**src/rtl/game_sequencer.sv**
```systemverilog
// game_sequencer: per-frame game controller for the ball-and-paddle playfield.
// Holds/serves the ball, detects ball loss and board clear, sweeps the brick
// array back to "present", and pulses the stats block (stats_reset, declives).
// Optional pause support is compiled in when GAME_SEQ_PAUSE_EN is defined.
module game_sequencer #(
   parameter int unsigned NUM_BRICKS   = 128,
   parameter int unsigned SERVE_FRAMES = 60,
   parameter int unsigned LOST_FRAMES  = 90,
   parameter int          LOST_Y       = 240
) (
   input  logic               clk,
   input  logic               reset,
   input  logic               vsync,
   input  logic               start_btn,
   input  logic               pause_btn,
   input  logic               brick_hit,
   input  logic signed [11:0] ball_y,
   input  logic        [3:0]  lives,
   output logic               ball_hold,
   output logic               ball_run,
   output logic               declives,
   output logic               stats_reset,
   output logic               brick_we,
   output logic        [6:0]  brick_addr,
   output logic        [3:0]  level,
   output logic        [2:0]  state,
   output logic               game_over
);

   typedef enum logic [2:0] {
      StAttract  = 3'd0,
      StClear    = 3'd1,
      StServe    = 3'd2,
      StPlay     = 3'd3,
      StLost     = 3'd4,
      StGameOver = 3'd5,
      StPause    = 3'd6
   } state_e;

   localparam logic        [6:0]  ClrLast   = 7'(NUM_BRICKS - 1);
   localparam logic        [8:0]  HitFull   = 9'(NUM_BRICKS);
   localparam logic        [7:0]  ServeLast = 8'(SERVE_FRAMES);
   localparam logic        [7:0]  LostLast  = 8'(LOST_FRAMES);
   localparam logic signed [11:0] LostY     = 12'(LOST_Y);

   state_e      state_q, state_d;
   logic        vsync_q;
   logic [1:0]  start_sync_q;
   logic        start_prev_q, start_edge_q;
   logic [6:0]  clr_cnt_q, clr_cnt_d;
   logic [7:0]  frm_q, frm_d, frm_inc;
   logic [7:0]  hit_q, hit_d;
   logic [8:0]  hit_inc;
   logic [3:0]  level_q, level_d;
   logic        ball_hold_q, ball_hold_d, ball_run_q, ball_run_d;
   logic        declives_q, declives_d, stats_reset_q, stats_reset_d;
   logic        brick_we_q, brick_we_d, game_over_q, game_over_d;
   logic        frame_tick;
   logic        pause_edge;

   assign frame_tick = vsync & ~vsync_q;

`ifdef GAME_SEQ_PAUSE_EN
   logic [1:0] pause_sync_q;
   logic       pause_prev_q, pause_edge_q;

   // Pause button: 2-flop synchronizer followed by a registered rising-edge pulse.
   always_ff @(posedge clk or negedge reset) begin
      if (!reset) begin
         pause_sync_q <= '0;
         pause_prev_q <= 1'b0;
         pause_edge_q <= 1'b0;
      end else begin
         pause_sync_q <= {pause_sync_q[0], pause_btn};
         pause_prev_q <= pause_sync_q[1];
         pause_edge_q <= pause_sync_q[1] & ~pause_prev_q;
      end
   end

   assign pause_edge = pause_edge_q;
`else
   logic unused_pause_btn;
   assign unused_pause_btn = pause_btn;
   assign pause_edge       = 1'b0;
`endif

   // State, counters, synchronizers and registered outputs.
   always_ff @(posedge clk or negedge reset) begin
      if (!reset) begin
         state_q       <= StAttract;
         vsync_q       <= 1'b0;
         start_sync_q  <= '0;
         start_prev_q  <= 1'b0;
         start_edge_q  <= 1'b0;
         clr_cnt_q     <= '0;
         frm_q         <= '0;
         hit_q         <= '0;
         level_q       <= '0;
         ball_hold_q   <= 1'b1;
         ball_run_q    <= 1'b0;
         declives_q    <= 1'b0;
         stats_reset_q <= 1'b0;
         brick_we_q    <= 1'b0;
         game_over_q   <= 1'b0;
      end else begin
         state_q       <= state_d;
         vsync_q       <= vsync;
         start_sync_q  <= {start_sync_q[0], start_btn};
         start_prev_q  <= start_sync_q[1];
         start_edge_q  <= start_sync_q[1] & ~start_prev_q;
         clr_cnt_q     <= clr_cnt_d;
         frm_q         <= frm_d;
         hit_q         <= hit_d;
         level_q       <= level_d;
         ball_hold_q   <= ball_hold_d;
         ball_run_q    <= ball_run_d;
         declives_q    <= declives_d;
         stats_reset_q <= stats_reset_d;
         brick_we_q    <= brick_we_d;
         game_over_q   <= game_over_d;
      end
   end

   // Next state plus the sweep, frame, hit and level counters.
   always_comb begin
      state_d   = state_q;
      clr_cnt_d = '0;
      frm_d     = frm_q;
      hit_d     = hit_q;
      level_d   = level_q;
      frm_inc   = frm_q + 8'd1;
      hit_inc   = {1'b0, hit_q} + 9'd1;
      case (state_q)
         StAttract, StGameOver: begin
            if (start_edge_q) begin
               state_d = StClear;
               level_d = '0;
               hit_d   = '0;
            end
         end
         StClear: begin
            if (clr_cnt_q == ClrLast) state_d = StServe;
            else                      clr_cnt_d = clr_cnt_q + 7'd1;
         end
         StServe: begin
            if (frame_tick) begin
               if (frm_inc == ServeLast) state_d = StPlay;
               else                      frm_d   = frm_inc;
            end
         end
         StPlay: begin
            // Board clear takes priority over a simultaneous loss.
            if (brick_hit && (hit_inc == HitFull)) begin
               hit_d   = '0;
               state_d = StClear;
               if (level_q != 4'hf) level_d = level_q + 4'd1;
            end else begin
               if (brick_hit) hit_d = hit_inc[7:0];
               if (frame_tick && (ball_y >= LostY)) state_d = StLost;
               else if (pause_edge)                 state_d = StPause;
            end
         end
         StLost: begin
            if (frame_tick) begin
               if (frm_inc == LostLast) state_d = (lives == 4'd0) ? StGameOver : StServe;
               else                     frm_d   = frm_inc;
            end
         end
         StPause: begin
            if (pause_edge) state_d = StPlay;
         end
         default: state_d = StAttract;
      endcase
      // Frame counter starts from zero in every newly entered state.
      if (state_d != state_q) frm_d = '0;
   end

   // Output decode from the next state so outputs register alongside the state.
   always_comb begin
      ball_hold_d   = 1'b1;
      ball_run_d    = 1'b0;
      game_over_d   = 1'b0;
      case (state_d)
         StPlay: begin
            ball_hold_d = 1'b0;
            ball_run_d  = 1'b1;
         end
         StPause:    ball_hold_d = 1'b0;
         StGameOver: game_over_d = 1'b1;
         default: ;
      endcase
      brick_we_d    = (state_d == StClear);
      stats_reset_d = (state_d == StClear) &&
                      ((state_q == StAttract) || (state_q == StGameOver));
      declives_d    = (state_q == StPlay) && (state_d == StLost);
   end

   assign ball_hold   = ball_hold_q;
   assign ball_run    = ball_run_q;
   assign declives    = declives_q;
   assign stats_reset = stats_reset_q;
   assign brick_we    = brick_we_q;
   assign brick_addr  = clr_cnt_q;
   assign level       = level_q;
   assign state       = state_q;
   assign game_over   = game_over_q;

endmodule

```
**config.mk**
```make
export PLATFORM = sky130hd
export DESIGN_NAME = game_sequencer
export DESIGN_NICKNAME = d
export VERILOG_FILES = /design/src/rtl/game_sequencer.sv
export SDC_FILE = /design/constraint.sdc
export NUM_CORES = 1
export LEC_CHECK = 0
export CAP_MARGIN = 15
export CELL_PAD_IN_SITES_DETAIL_PLACEMENT = 1
export CELL_PAD_IN_SITES_GLOBAL_PLACEMENT = 1
export CORE_MARGIN = 4
export CORE_UTILIZATION = 42
export CTS_CLUSTER_SIZE = 14
export DETAILED_ROUTE_END_ITERATION = 10
export GPL_ROUTABILITY_DRIVEN = 0
export GPL_TIMING_DRIVEN = 0
export PLACE_DENSITY_LB_ADDON = 0.08
export SYNTH_ARGS = -nofsm -noshare
export SYNTH_HDL_FRONTEND = slang
export SYNTH_SLANG_ARGS = --single-unit
```
**constraint.sdc**
```tcl
create_clock -name clk -period 8.24 [get_ports clk]
set_clock_uncertainty 0.15 [all_clocks]
set_input_delay 1.236 -clock clk [delete_from_list [all_inputs] [get_ports clk]]
set_output_delay 1.236 -clock clk [all_outputs]
set_load 0.02 [all_outputs]
```
==> results of run 1 <==
## worst max-delay path: cells and delay by family
| family | cells | cell delay [ns] |
|---|---|---|
| AND/OR/NAND/NOR | 4 | 1.64 |
| buffers and inverters | 3 | 0.73 |
| AO/OA/AOI/OAI | 1 | 0.23 |
## power by group
| group | leakage, nW | internal (mW) | total [mW] | switching, mW |
|---|---|---|---|---|
| sequential | 0.543 | 0.216 | 0.231 | 0.0150 |
| clock | 0.0554 | 0.0910 | 0.165 | 0.0737 |
| combinational | 0.597 | 0.0493 | 0.0998 | 0.0505 |
## through the flow
stage / power [mW] / worst slack (ns) / hold WS, ns / cell area, um^2
after floorplan: 0.284 / 4.77 / 0.181 / 2340
after global placement: 0.333 / 4.17 / 0.185 / 2780
after detailed placement: 0.335 / 4.16 / 0.196 / 2800
after CTS: 0.502 / 4.46 / 0.217 / 2910
after global routing: 0.524 / 4.38 / 0.231 / 2910
final: 0.496 / 4.46 / 0.212 / 2910
## cell type report
| cell class | instances | share of cell area |
|---|---|---|
| clock inverter | 2 | 0.0133 |
| sequential | 41 | 0.353 |
| clock buffer | 6 | 0.0249 |
| inverter | 7 | 0.00903 |
| multi-input combinational | 175 | 0.423 |
| timing repair buffer | 37 | 0.129 |
| tap | 70 | 0.0301 |
| buffer | 11 | 0.0172 |
## how the worst min path moves through the flow
stage,to,slack [ns]
2_1_floorplan,start_sync_q[1],0.18
3_3_place_gp,start_sync_q[1],0.19
3_5_place_dp,start_sync_q[1],0.20
4_1_cts,start_sync_q[1],0.22
5_1_grt,start_sync_q[1],0.23
6_report,start_sync_q[1],0.21
## sequential cells by signal (all words and copies together), names as in the netlist
| register | cells |
|---|---|
| ball_hold | 1 |
| ball_run | 1 |
| brick_addr | 7 |
| brick_we | 1 |
| declives | 1 |
| frm_q | 8 |
| game_over | 1 |
| hit_q | 8 |
| level | 4 |
| start_edge_q | 1 |
| start_prev_q | 1 |
| start_sync_q | 2 |
| state | 3 |
| stats_reset | 1 |
| vsync_q | 1 |
## synth_stat cells (2+ instances only)
master,count,area [um^2]
dfrtp_1,40,1000
nor2_1,16,60.1
o21ai_0,11,55.1
nand2_1,10,37.5
a2111oi_0,9,78.8
and3_1,9,56.3
clkbuf_1,9,33.8
nand3_1,9,45.0
xnor2_1,9,78.8
xor2_1,9,78.8
ha_1,6,75.1
inv_1,6,22.5
nand2b_1,6,37.5
and2_1,5,31.3
nor3_1,5,25.0
or3_1,5,31.3
nand4_1,4,25.0
nor2b_1,4,25.0
nor3b_1,4,30.0
o2111ai_1,4,35.0
a21oi_1,3,15.0
a31o_1,3,26.3
a32o_1,3,30.0
nand3b_1,3,22.5
o21a_1,3,22.5
or2_2,3,18.8
and4_1,2,17.5
mux2i_1,2,20.0
nor4_1,2,12.5
o211a_1,2,20.0
o31ai_1,2,15.0
or4_1,2,15.0
or4_4,2,22.5
## metal layers
metal,share of wire,up-vias,track usage
met3,0.027,6,0.0390
met4,0.0098,0,0.0556
li1,-,965,-
met2,0.51,28,0.345
met1,0.45,992,0.237
met5,0,-,0
## logic make-up (layout without fill, tap and decap cells)
family / Yosys count / after routing
AO/OA/AOI/OAI: 53 / 53
XOR/XNOR: 18 / 18
adder cells (fa/ha/maj): 6 / 6
buffers and inverters: 18 / 63
flip-flops: 41 / 41
multiplexers: 3 / 3
AND/OR/NAND/NOR: 95 / 95
==> impl_metrics.toml, run 1 <==
[yosys]
ys_warn_count = 0
synthCells = 234
syn_nets = 262
synth_ff_type = "dfrtp_1"
synth_fa_ha_area_frac = 0.0321
async_reset_ff_frac = 1.00
ys_types = 55
syn_area_um2 = 2340
synth_top_family_by_area = "simple AND/OR/NAND/NOR gates"
syn_avg_cell_area_um2 = 9.98
synth-simple-area-share = 0.236
synth_edf_count = 0
synth_compound_gate_area_share = 0.178
ys_ff_latch = 41
yosysSeqAreaShare = 0.440
yosys-mux-area-fraction = 0.0134
synth_xor_area_frac = 0.0675

[floorplanning]
die-area_um2 = 6820
row_count = 26
die_y_um = 82.6
start_util = 0.446
io_pins = 42
core_um2 = 5240
die_w_um = 82.6

[cells_and_area]
multi_input_area_um2 = 1230
num_antenna_cells = 0
final_cell_mix = "40 x dfrtp_1, 35 x clkdlybuf4s50_1, 16 x nor2_1"
seq_area_um2 = 1030
area_growth_pct = 24.6
drive_gt1_frac = 0.0753
nNetsFinal = 306
final_common_cell = "dfrtp_1"
final_cells = 349
n_fill_cell = 585
finish.utilization = 0.556

[sta]
rsz0062_at_grt = "false"
relSlewSlack = 0.488
min_period_ns = 3.78
fin_crit_sh = 0.459
setup_tns_ns = 0
slew_viol_final = 0
fmax_mhz = 264
setup_viol = 0
tightest_slew_ns = 0.749
hold_viol_final = 0

[setup_path]
cpPeakStageDelay_ns = 0.55
r2r_setup_slack_ns = 5.26
r2r-end = "brick_we"
cp-start-kind = "primary input"
crit_top_cell = "or4_4"
crit_end = "hit_q[3]"
worstReg2RegStart = "hit_q[0]"
path_class = "in -> reg"
end_kind = "flop"
critical_path_required_ns = 8.28
arrival_ns = 3.82
crit_fanout = 7
critPathSlowestCell = "or4_4"
crit_path_cell_trace = "clkdlybuf4s50_1 > inv_1 > or4_4 > or4_4 > and3_4 > or3_1 > buf_6 > a32o_1"
worst_r2r_path_depth = 9
startpoint = "vsync"

[grt]
grt_pass1_vias = 2174
antenna_found_initial = 0
grt_pass1_wl_um = 10200
grt_max_degree = 40
grt.total_usage = 0.195
grt_overflow = 0

[cts]
cts_resized = 0
cts_setup_buffers = 0
numCtsBuffers = 5
cts_sinks = 41
htreeDepth = 2
cts_tree = "built"
clk_latency_ns = 0.29
ctsRootBufferMaster = "clkbuf_8"
hold_buffers = 0
cts.path.max_buffers = 2
clk_pin_slew_ns = 0.08

[route]
first_iter_violations = 51
vias = 1991
wl_per_cell_um = 16.6
vias_per_cell = 5.70
drcViolationCount = 0
dr.pass1.iters = 4
drt.antenna.violating_nets = 0
routed_wl_um = 5810

[hold_path]
hp-class = "reg -> reg"
hold_path_startpoint = "start_sync_q[0]"
whs_path_depth = 0

[pwr]
leakagePower_nw = 1.20
power_density_nw_per_um2 = 170
irDropWorstVdd_uv = 141

[status]
outcome = "complete, no violations"

[run]
maxCapViolations = 0

[place]
hpwl_um = 4190
placed_cells = 341
port-buffer-count = 36
Note: power is estimated with default switching activity, not from simulation.
==> run 2, diff against run 1 <==
CORE_UTILIZATION = 40   (was 42)
clock period = 3.65 ns   (was 8.24 ns; I/O delays follow)
==> run 2 against run 1 <==
  * Clock-buffer cell count shrank 1
  * Register-to-register slack got worse by 4.7 ns
  * Sequential power grew 130%
  * Sequential share of layout area is 0.076 points lower
  * Critical path depth increased by 1
  * Via count down 1.4%
  * Final area rose by 0.22%
  * Combinational power grew 130%
  * Global-route usage is 1.3 points lower
  * Largest power group unchanged
  * Highest routed layer unchanged
==> impl_metrics.toml, run 2 (synthesized netlist as in run 1, its figures left out) <==
[status]
outcome = "complete, no violations"

[floorplanning]
io_pins = 42
row_count = 27
start_util = 0.419
die_w_um = 84.4
core_um2 = 5570
die-area_um2 = 7130
die_y_um = 84.4

[sta]
fin_crit_sh = 0.844
relSlewSlack = 0.381
fmax_mhz = 325
min_period_ns = 3.08
holdWs_ns = 0.0138
setup_viol = 0
setup_tns_ns = 0
slew_viol_final = 0
hold_viol_final = 0
rsz0062_at_grt = "false"
tightest_slew_ns = 0.905

[run]
maxCapViolations = 0

[cts]
hold_buffers = 0
ctsRootBufferMaster = "clkbuf_8"
cts_resized = 0
clk_latency_ns = 0.30
clk_pin_slew_ns = 0.09
htreeDepth = 2
numCtsBuffers = 5
cts_setup_buffers = 0
cts_tree = "built"
cts_sinks = 41
cts.path.max_buffers = 2

[grt]
grt_pass1_wl_um = 10500
grt_overflow = 0
grt_pass1_vias = 2034
grt_max_degree = 27
antenna_found_initial = 0
grt.total_usage = 0.182

[cells_and_area]
area_growth_pct = 24.9
num_antenna_cells = 0
seq_area_um2 = 1030
drive_gt1_frac = 0.0789
n_fill_cell = 664
nNetsFinal = 306
final_cell_mix = "40 x dfrtp_1, 35 x clkdlybuf4s50_1, 16 x nor2_1"
final_common_cell = "dfrtp_1"
final_cells = 351
multi_input_area_um2 = 1230

[setup_path]
r2r_setup_slack_ns = 0.57
cpPeakStageDelay_ns = 0.47
worst_r2r_path_depth = 9
critPathBufInv = 2
critical_path_required_ns = 3.70
r2r-end = "ball_hold"
end_kind = "flop"
crit_path_cell_trace = "ha_1 > and3_1 > clkbuf_1 > and3_1 > o211a_1 > or3_1 > clkbuf_1 > a311oi_1 > o21ai_0"
path_class = "reg -> reg"
crit_fanout = 10
cp-start-kind = "flop"
arrival_ns = 3.13
critPathSlowestCell = "a311oi_1"
path_delay_family = "compound AO/OA/AOI/OAI gates"
worstReg2RegStart = "hit_q[0]"

[route]
wl_per_cell_um = 17.1
drt.antenna.violating_nets = 0
drcViolationCount = 0
first_iter_violations = 68
dr.pass1.iters = 4
vias_per_cell = 5.60
vias = 1964
routed_wl_um = 5990

[place]
placed_cells = 343
hpwl_um = 4400
port-buffer-count = 36

[pwr]
irDropWorstVdd_uv = 196
leakagePower_nw = 1.19
power_density_nw_per_um2 = 388

[hold_path]
hp-class = "in -> async"
[run 2: changes by cell type in the layout (fill, tap and decap cells not counted)]
cell        before  now
clkbuf_1        10    9
clkinvlp_4       0    1
[run 2: metrics by stage]
step	utilization	setup slack [ns]	total power [mW]	cell area (um^2)
floorplan	-	0.870	0.641	2340
global placement	0.500	0.270	0.754	2790
detailed placement	0.503	0.259	0.761	2800
CTS	0.523	0.536	1.15	2920
global route	0.523	0.342	1.19	2920
finish	0.523	0.569	1.13	2920
[run 2: how the worst max path moves through the flow]
stage                     end  slack (ns)  cells past startpoint  startpoint
floorplan            hit_q[1]        0.87                      7       vsync
global placement     hit_q[7]        0.27                      8       vsync
detailed placement   hit_q[3]        0.26                      8       vsync
CTS                 ball_hold        0.54                      9    hit_q[0]
global route        ball_hold        0.34                      9    hit_q[0]
finish              ball_hold        0.57                      9    hit_q[0]
[run 2: cell type report]
class                           count  share of cell area
Buffer                             11              0.0172
Timing Repair Buffer               37               0.129
Tap cell                           72              0.0309
Clock buffer                        5              0.0236
Multi-Input combinational cell    175               0.423
Inverter                            7             0.00901
Clock inverter                      3              0.0159
Sequential cell                    41               0.352
[run 2: layer usage]
layer	vias up	track usage	routed length, um
met5	-	0	0
met4	0	0.0432	73
met3	5	0.0402	184
met2	27	0.280	2770
met1	970	0.261	2950
li1	962	-	-
[run 2: worst reg2reg max path, cell delays in order (launching register included)]
cell and delay [ns]:
dfrtp_1 0.45, ha_1 0.28, and3_1 0.17, clkbuf_1 0.15
and3_1 0.23, o211a_1 0.26, or3_1 0.38, clkbuf_1 0.24
a311oi_1 0.47, o21ai_0 0.21
[run 2: where the power goes]
part / internal [mW] / total (mW) / switching, mW
combinational: 0.111 / 0.225 / 0.114
sequential: 0.488 / 0.523 / 0.0348
clock: 0.205 / 0.385 / 0.180
